`src/rtl/alu_bcd_unit.sv`:
```
// 65xx datapath ALU: registered A/B operand latches, 8-bit binary/BCD ALU, decimal-adjust stage.
// Latency: operands captured on posedge drive alu_out the next cycle; c_in/op/dec flags/sb_in act combinationally.
// Backpressure: none; b_load holds the B latch, every other register updates every clock.
module alu_bcd_unit (
    input  logic       clk,
    input  logic       reset,
    input  logic [7:0] a_in,
    input  logic [7:0] b_in,
    input  logic       b_load,
    input  logic       c_in,
    input  logic [3:0] op,
    input  logic       dec_add,
    input  logic       dec_sub,
    input  logic [7:0] sb_in,
    output logic [7:0] alu_out,
    output logic       carry_out,
    output logic       half_carry_out,
    output logic       overflow_out,
    output logic       carry_last,
    output logic       a_msb,
    output logic [7:0] decadj_out
);

    typedef enum logic [3:0] {
        OP_ADC = 4'd0,
        OP_SBC = 4'd1,
        OP_OR  = 4'd2,
        OP_AND = 4'd3,
        OP_EOR = 4'd4,
        OP_ASL = 4'd5,
        OP_LSR = 4'd6,
        OP_ROL = 4'd7,
        OP_ROR = 4'd8
    } alu_op_e;

    logic [7:0] a_reg_q, a_reg_d;
    logic [7:0] b_reg_q, b_reg_d;
    logic       carry_last_q, carry_last_d;

    logic [4:0] lo_sum;
    logic [4:0] hi_dec;
    logic [8:0] bin_sum;
    logic       dec_hc;
    logic [3:0] lo_adj;
    logic [3:0] hi_adj;

    // Next-state for operand latches and the carry history bit; reset wins over loads.
    always_comb begin
        a_reg_d      = a_in;
        b_reg_d      = b_load ? b_in : b_reg_q;
        carry_last_d = carry_out;
        if (reset) begin
            a_reg_d      = 8'h00;
            b_reg_d      = 8'h00;
            carry_last_d = 1'b0;
        end
    end

    // Register update.
    always_ff @(posedge clk) begin
        a_reg_q      <= a_reg_d;
        b_reg_q      <= b_reg_d;
        carry_last_q <= carry_last_d;
    end

    // ALU: binary add is shared by ADC/SBC (caller inverts B for SBC); only ADC honours BCD.
    always_comb begin
        lo_sum  = {1'b0, a_reg_q[3:0]} + {1'b0, b_reg_q[3:0]} + {4'b0, c_in};
        bin_sum = {1'b0, a_reg_q} + {1'b0, b_reg_q} + {8'b0, c_in};
        dec_hc  = (lo_sum > 5'd9);
        hi_dec  = {1'b0, a_reg_q[7:4]} + {1'b0, b_reg_q[7:4]} + {4'b0, dec_hc};

        alu_out        = a_reg_q;
        carry_out      = 1'b0;
        half_carry_out = 1'b0;
        overflow_out   = 1'b0;

        case (op)
            OP_ADC, OP_SBC: begin
                if (dec_add && (op == OP_ADC)) begin
                    // Unadjusted BCD result; the adjust stage fixes the digits later.
                    alu_out        = {hi_dec[3:0], lo_sum[3:0]};
                    half_carry_out = dec_hc;
                    carry_out      = (hi_dec > 5'd9);
                    overflow_out   = ~(a_reg_q[7] ^ b_reg_q[7]) & (a_reg_q[7] ^ hi_dec[3]);
                end else begin
                    alu_out        = bin_sum[7:0];
                    carry_out      = bin_sum[8];
                    half_carry_out = lo_sum[4];
                    overflow_out   = ~(a_reg_q[7] ^ b_reg_q[7]) & (a_reg_q[7] ^ bin_sum[7]);
                end
            end
            OP_OR:  alu_out = a_reg_q | b_reg_q;
            OP_AND: alu_out = a_reg_q & b_reg_q;
            OP_EOR: alu_out = a_reg_q ^ b_reg_q;
            OP_ASL: begin
                alu_out   = {a_reg_q[6:0], 1'b0};
                carry_out = a_reg_q[7];
            end
            OP_LSR: begin
                alu_out   = {1'b0, a_reg_q[7:1]};
                carry_out = a_reg_q[0];
            end
            OP_ROL: begin
                alu_out   = {a_reg_q[6:0], c_in};
                carry_out = a_reg_q[7];
            end
            OP_ROR: begin
                alu_out   = {c_in, a_reg_q[7:1]};
                carry_out = a_reg_q[0];
            end
            default: alu_out = a_reg_q;
        endcase
    end

    // Decimal adjust of the special bus: nibble-wise +6 after add, -6 after subtract, no inter-nibble carry.
    always_comb begin
        lo_adj = sb_in[3:0];
        hi_adj = sb_in[7:4];
        if (dec_add) begin
            if (half_carry_out) lo_adj = sb_in[3:0] + 4'd6;
            if (carry_out)      hi_adj = sb_in[7:4] + 4'd6;
        end else if (dec_sub) begin
            if (!half_carry_out) lo_adj = sb_in[3:0] - 4'd6;
            if (!carry_out)      hi_adj = sb_in[7:4] - 4'd6;
        end
    end

    assign decadj_out = {hi_adj, lo_adj};
    assign carry_last = carry_last_q;
    assign a_msb      = a_reg_q[7];

endmodule

```
`config.mk`:
```
export PLATFORM = sky130hd
export DESIGN_NAME = alu_bcd_unit
export DESIGN_NICKNAME = d
export VERILOG_FILES = /design/src/rtl/alu_bcd_unit.sv
export SDC_FILE = /design/constraint.sdc
export NUM_CORES = 1
export LEC_CHECK = 0
export CORE_UTILIZATION = 40
export DETAILED_ROUTE_END_ITERATION = 10
export PLACE_DENSITY = 0.72
export SLEW_MARGIN = 15
export SYNTH_ARGS = -nofsm -noshare
export SYNTH_HDL_FRONTEND = slang
export SYNTH_SLANG_ARGS = --single-unit
```
`constraint.sdc`:
```
create_clock -name clk -period 4.5 [get_ports clk]
set_input_delay 0.675 -clock clk [delete_from_list [all_inputs] [get_ports clk]]
set_output_delay 0.675 -clock clk [all_outputs]
set_load 0.01 [all_outputs]
```
# After elaboration in Yosys (flattened, before gate mapping)
# Cells that the tools add are included.
[totals]
in_bits = 34
output_inout_bits = 21
reg_bits = 17
word_cells = 53
[classes]
n_addsub = 10
reduce_logical = 5
muxes = 16
n_eq_ne = 8
magnitude_cmp = 2
bitwise = 9
[op_table]
columns = ["operator", "count"]
rows = [
  ["$pmux 8 s8", 1],
  ["$mux 4", 8],
  ["$eq 4x3->1 const B", 4],
  ["$add 4x4->5", 2],
  ["$add 5x1->5", 2],
  ["$gt 5x4->1 const B", 2],
  ["$add 8x8->9", 1],
  ["$add 9x1->9", 1],
  ["$add 4x3->4 const B", 2],
  ["$and 8x8->8", 1],
  ["$eq 4x2->1 const B", 2],
  ["$mux 8", 1],
  ["$or 8x8->8", 1],
  ["$sub 4x3->4 const B", 2],
  ["$xor 8x8->8", 1],
  ["$reduce_or 2->1", 3],
  ["$mux 1", 5],
  ["$eq 4x1->1 const B", 1],
  ["$eq 4x4->1 const B", 1],
  ["$logic_not 4->1", 1],
  ["$pmux 1 s3", 1],
  ["$xor 1x1->1", 3],
  ["$and 1x1->1", 2],
  ["$logic_and 1x1->1", 1],
  ["$not 1->1", 1],
]

# Longest topological paths before layout
[depth]
ltp_word = 10
depth_mapped = 15

# Worst setup path before layout
# Ideal clock, no wire load.
[synth_path]
kind = "in2out"
start = "input c_in"
end = "output decadj_out[6]"
stages = 14
arrival_time_ns = 4.163
slack_ns = -0.338
cell_sequence = "fa_1 -> inv_1 -> fa_1 -> nand2b_1 -> a21oi_1 -> a21o_1 -> fa_1 -> fa_1 -> or4_1 -> o311a_1 -> a2111oi_4 -> o211ai_1 -> a221o_1 -> o31ai_1"
[synth_via]
elab_chain_len = 9
word_cells_on_any_way = 11
[synth_lines]
columns = ["item", "line_no", "rtl"]
rows = [
  ["start, declared", "10", "input logic c_in,"],
  ["$add 5x1->5", "68", "lo_sum = {1'b0, a_reg_q[3:0]} + {1'b0, b_reg_q[3:0]} + {4'b0, c_in};"],
  ["$gt 5x4->1", "70", "dec_hc = (lo_sum > 5'd9);"],
  ["$add 5x1->5", "71", "hi_dec = {1'b0, a_reg_q[7:4]} + {1'b0, b_reg_q[7:4]} + {4'b0, dec_hc};"],
  ["$gt 5x4->1", "84", "carry_out = (hi_dec > 5'd9);"],
  ["$mux 1 (*)", "80", "if (dec_add && (op == OP_ADC)) begin"],
  ["$pmux 1 s3 (*)", "78", "case (op)"],
  ["$mux 4", "125", "if (!carry_out) hi_adj = sb_in[7:4] - 4'd6;"],
  ["$mux 4", "123", "end else if (dec_sub) begin"],
  ["$mux 4 (*)", "120", "if (dec_add) begin"],
  ["end, declared", "21", "output logic [7:0] decadj_out"],
]
# Mark *: on every way between the ends. The rest lies on a longest branch, timed or not.

# Final worst setup path
# Same ends and word-level chain as after synthesis.

==> impl_results.md <==
- Overflow left after global routing: 0
- Max-slew violations: 0
- Yosys reg bits: 17
- Crit path time final: 5062 ps
- Largest family of logic cells by synthesized area: compound AO/OA/AOI/OAI gates
- R2r setup slk: 700 ps
- All-Layer GR Usage: 23.88%
- Hold_buf cts: 0
- Drt first pass iters: 6
- Endpoint class of the critical path: output port
- Post-DP HPWL: 4.303 mm
- Commonest non-fill, non-tap cells in the layout: 42 x buf_4, 39 x clkdlybuf4s50_1, 26 x nor2_1, 25 x inv_1, 20 x ha_1
- Final antenna-violating net count: 0
- Pin count of the biggest net entering global routing: 18
- Post-Synth Simple-Gate Area: 20.12%
- Static leakage: 1.257 nW
- Total power draw: 0.5365 mW
- Critical Path Start Type: input pin
- WP data arrival: 4390 ps
- Min-delay src: b_reg_q[6]
- Fin util: 63.94%
- Die Height: 70.86 um
- Fin area: 2841 um2
- Crit Path Category: in -> out
- Final worst slack: -562.0 ps
- Die Footprint: 5021 um2
- Chip width: 70.86 um
- Syn. warnings: 0
- Number of synthesized flops with an enable pin: 0
- Final Hold Viols: 0
- Register area share after synthesis: 17.94%
- CTS Buf Count: 3
- Setup violators final: 4
- Post-synthesis async set-or-reset flop share: 0%
- Adder-Cell Fraction of Synth Area: 17.41%
- Mapped Nets: 302
- Commonest non-fill, non-tap cell in the layout: buf_4
- Met2 wire len: 2.858 mm
- Worst-Margin Slew: 588.2 ps
- CTS tree: yes
- Clk slew on worst S/H paths: 60 ps
- Max-Cap Viols: 0
- RSZ-0062 raised after global routing: true
- Pwr dens: 188.8 nW/um2
- Fmax: 197.6 MHz
- Top_reg_cell synth: dfxtp_1
- Worst Clk Skew: 3.051 ps
- Post-synthesis xor/xnor area fraction: 5.079%
- Netlist cell types: 45
- Routed WL: 5.760 mm
- Mux share of post-synthesis cell area: 5.805%
- Status: finished, violations left
- Via count: 2125
- Wirelength per Cell: 15.12 um
- Row Count: 24
- IO buf count: 50
- Layout Nets: 388
- Hold Path Class: reg -> reg
- DRC: 0
- Critical Path RT: 3830 ps
- Crit. Startpoint: c_in
- DR vias/cell: 5.577
- Post-synthesis cell area: 1897 um2
- First-pass GRT wire length: 9.660 mm
- Highest Signal Layer: met4
- DRT iter0 DRCs: 115
- Wl on met1: 2.493 mm
- Number of global-route vias before repair: 2094
- Failing checks: negative setup slack
- Ports: 55
- Metal3 WL: 357 um
- Slew headroom: 60.49%
- Synthesis-to-finish area growth: 49.80%
- Number of antenna cells inserted: 0
- Post-DP Area: 2671 um2
- CTS max path bufs: 2
- Tcrit/Tclk final: 112.5%
- RR Startpoint: b_reg_q[0]
- Worst-path maximum fanout: 3
- Cells after Synth: 244
- Core area: 4444 um2
- Effective utilization at floorplan: 42.68%
- Worst skew pair latency: 250 ps
- Htree depth: 1
- Maximum VDD drop: 143.5 uV
- Root Driver: clkbuf_8
- CTS Sinks: 17
- Initial antenna violation count: 0
- Complex-gate fraction of the synthesized area: 25.66%
- Share of layout cells above drive strength 1: 22.80%
- Routability Congestion: 0.9320
- Synthesized area per cell: 7.774 um2
## cell usage after synthesis, types with 2 or more instances
cell	number	area share, %
ha_1	20	13
nor3b_1	3	1.2
o2111ai_1	3	1.4
a31oi_1	3	0.99
clkbuf_1	9	1.8
xor2_1	3	1.4
a41oi_1	2	0.92
mux2i_1	11	5.8
nand3_1	3	0.79
nand3b_1	3	1.2
a221o_1	2	1.1
o21ai_0	7	1.8
nor3_1	8	2.1
dfxtp_1	17	18
nor2_1	27	5.3
nor2b_1	13	4.3
a21oi_1	14	3.7
buf_4	2	0.79
a221oi_1	6	2.8
xnor2_1	8	3.7
fa_1	4	4.2
o31ai_1	3	1.2
nand2_1	13	2.6
o22ai_1	2	0.66
a21o_1	4	1.6
o211ai_1	4	1.6
o21bai_1	2	0.79
inv_1	26	5.1
a22oi_1	6	2.4
## metal layers
metal	track usage, %	vias to the layer above
met5	0	-
met4	8.000	0
met3	3.419	6
met2	41.24	82
met1	30.54	996
li1	-	1041
## power by group
group | switching [mW] | internal (mW) | total (mW) | leakage [nW]
Combinational | 0.118 | 0.139 | 0.257 | 1.09
Clock | 0.0485 | 0.0627 | 0.111 | 0.0228
Sequential | 0.00945 | 0.159 | 0.168 | 0.141
Total | 0.176 | 0.361 | 0.536 | 1.26
## kinds of logic after synthesis
logic type / Yosys count
AOI/OAI and AO/OA: 66
buffers and inverters: 38
xor gates and xnor gates: 11
and+or+nand+nor: 77
adders and majority gates: 24
DFF: 17
muxes: 11
## critical path, stage by stage
cell and delay (ps):
buf_8 100, fa_2 370, inv_2 70, fa_2 210, xor2_1 180, nand2_1 110, a21o_1 200, fa_2 350
fa_2 370, xor2_1 180, o2111ai_2 230, nor3b_2 100, a2111oi_4 360, buf_4 180, o211ai_1 130, a221o_1 340
o31ai_2 70, buf_2 170
## sequential cells by signal, indices dropped and copies added, names as in the netlist
signal and count:
a_reg_q 8, b_reg_q 8, carry_last 1
## through the flow
stage / instances / hold WS, ps / TNS, ps / worst slack, ps
after floorplan: 244 / 487.4 / -254.6 / -104.4
after global placement: 365 / 506.3 / -5728 / -1241
after detailed placement: 365 / 543.3 / -6226 / -1323
after CTS: 382 / 557.3 / -1178 / -414.3
after global routing: 381 / 587.7 / -2137 / -663.3
final: 381 / 546.7 / -1665 / -562.0
## path summary, 6_finish.rpt
check / depth (start not counted) / end
max reg2reg: 16 / carry_last
min reg2reg: 2 / b_reg_q[6]
max: 18 / decadj_out[6]
min: 2 / b_reg_q[6]
## area by class of cell
type	instances	area, um2
Fill cell	389	1603
Multi-Input combinational cell	189	1486
Timing Repair Buffer	93	807.0
Sequential cell	17	340.3
Inverter	26	97.59
Tap cell	52	65.06
Clock buffer	4	45.04
## timing repair
item	4_1_cts	5_1_grt
setup endpoints to repair	8	11
setup buffers	13	0
gates resized for setup	39	10
pin swaps	13	4
(Power assumes the default switching activity.)
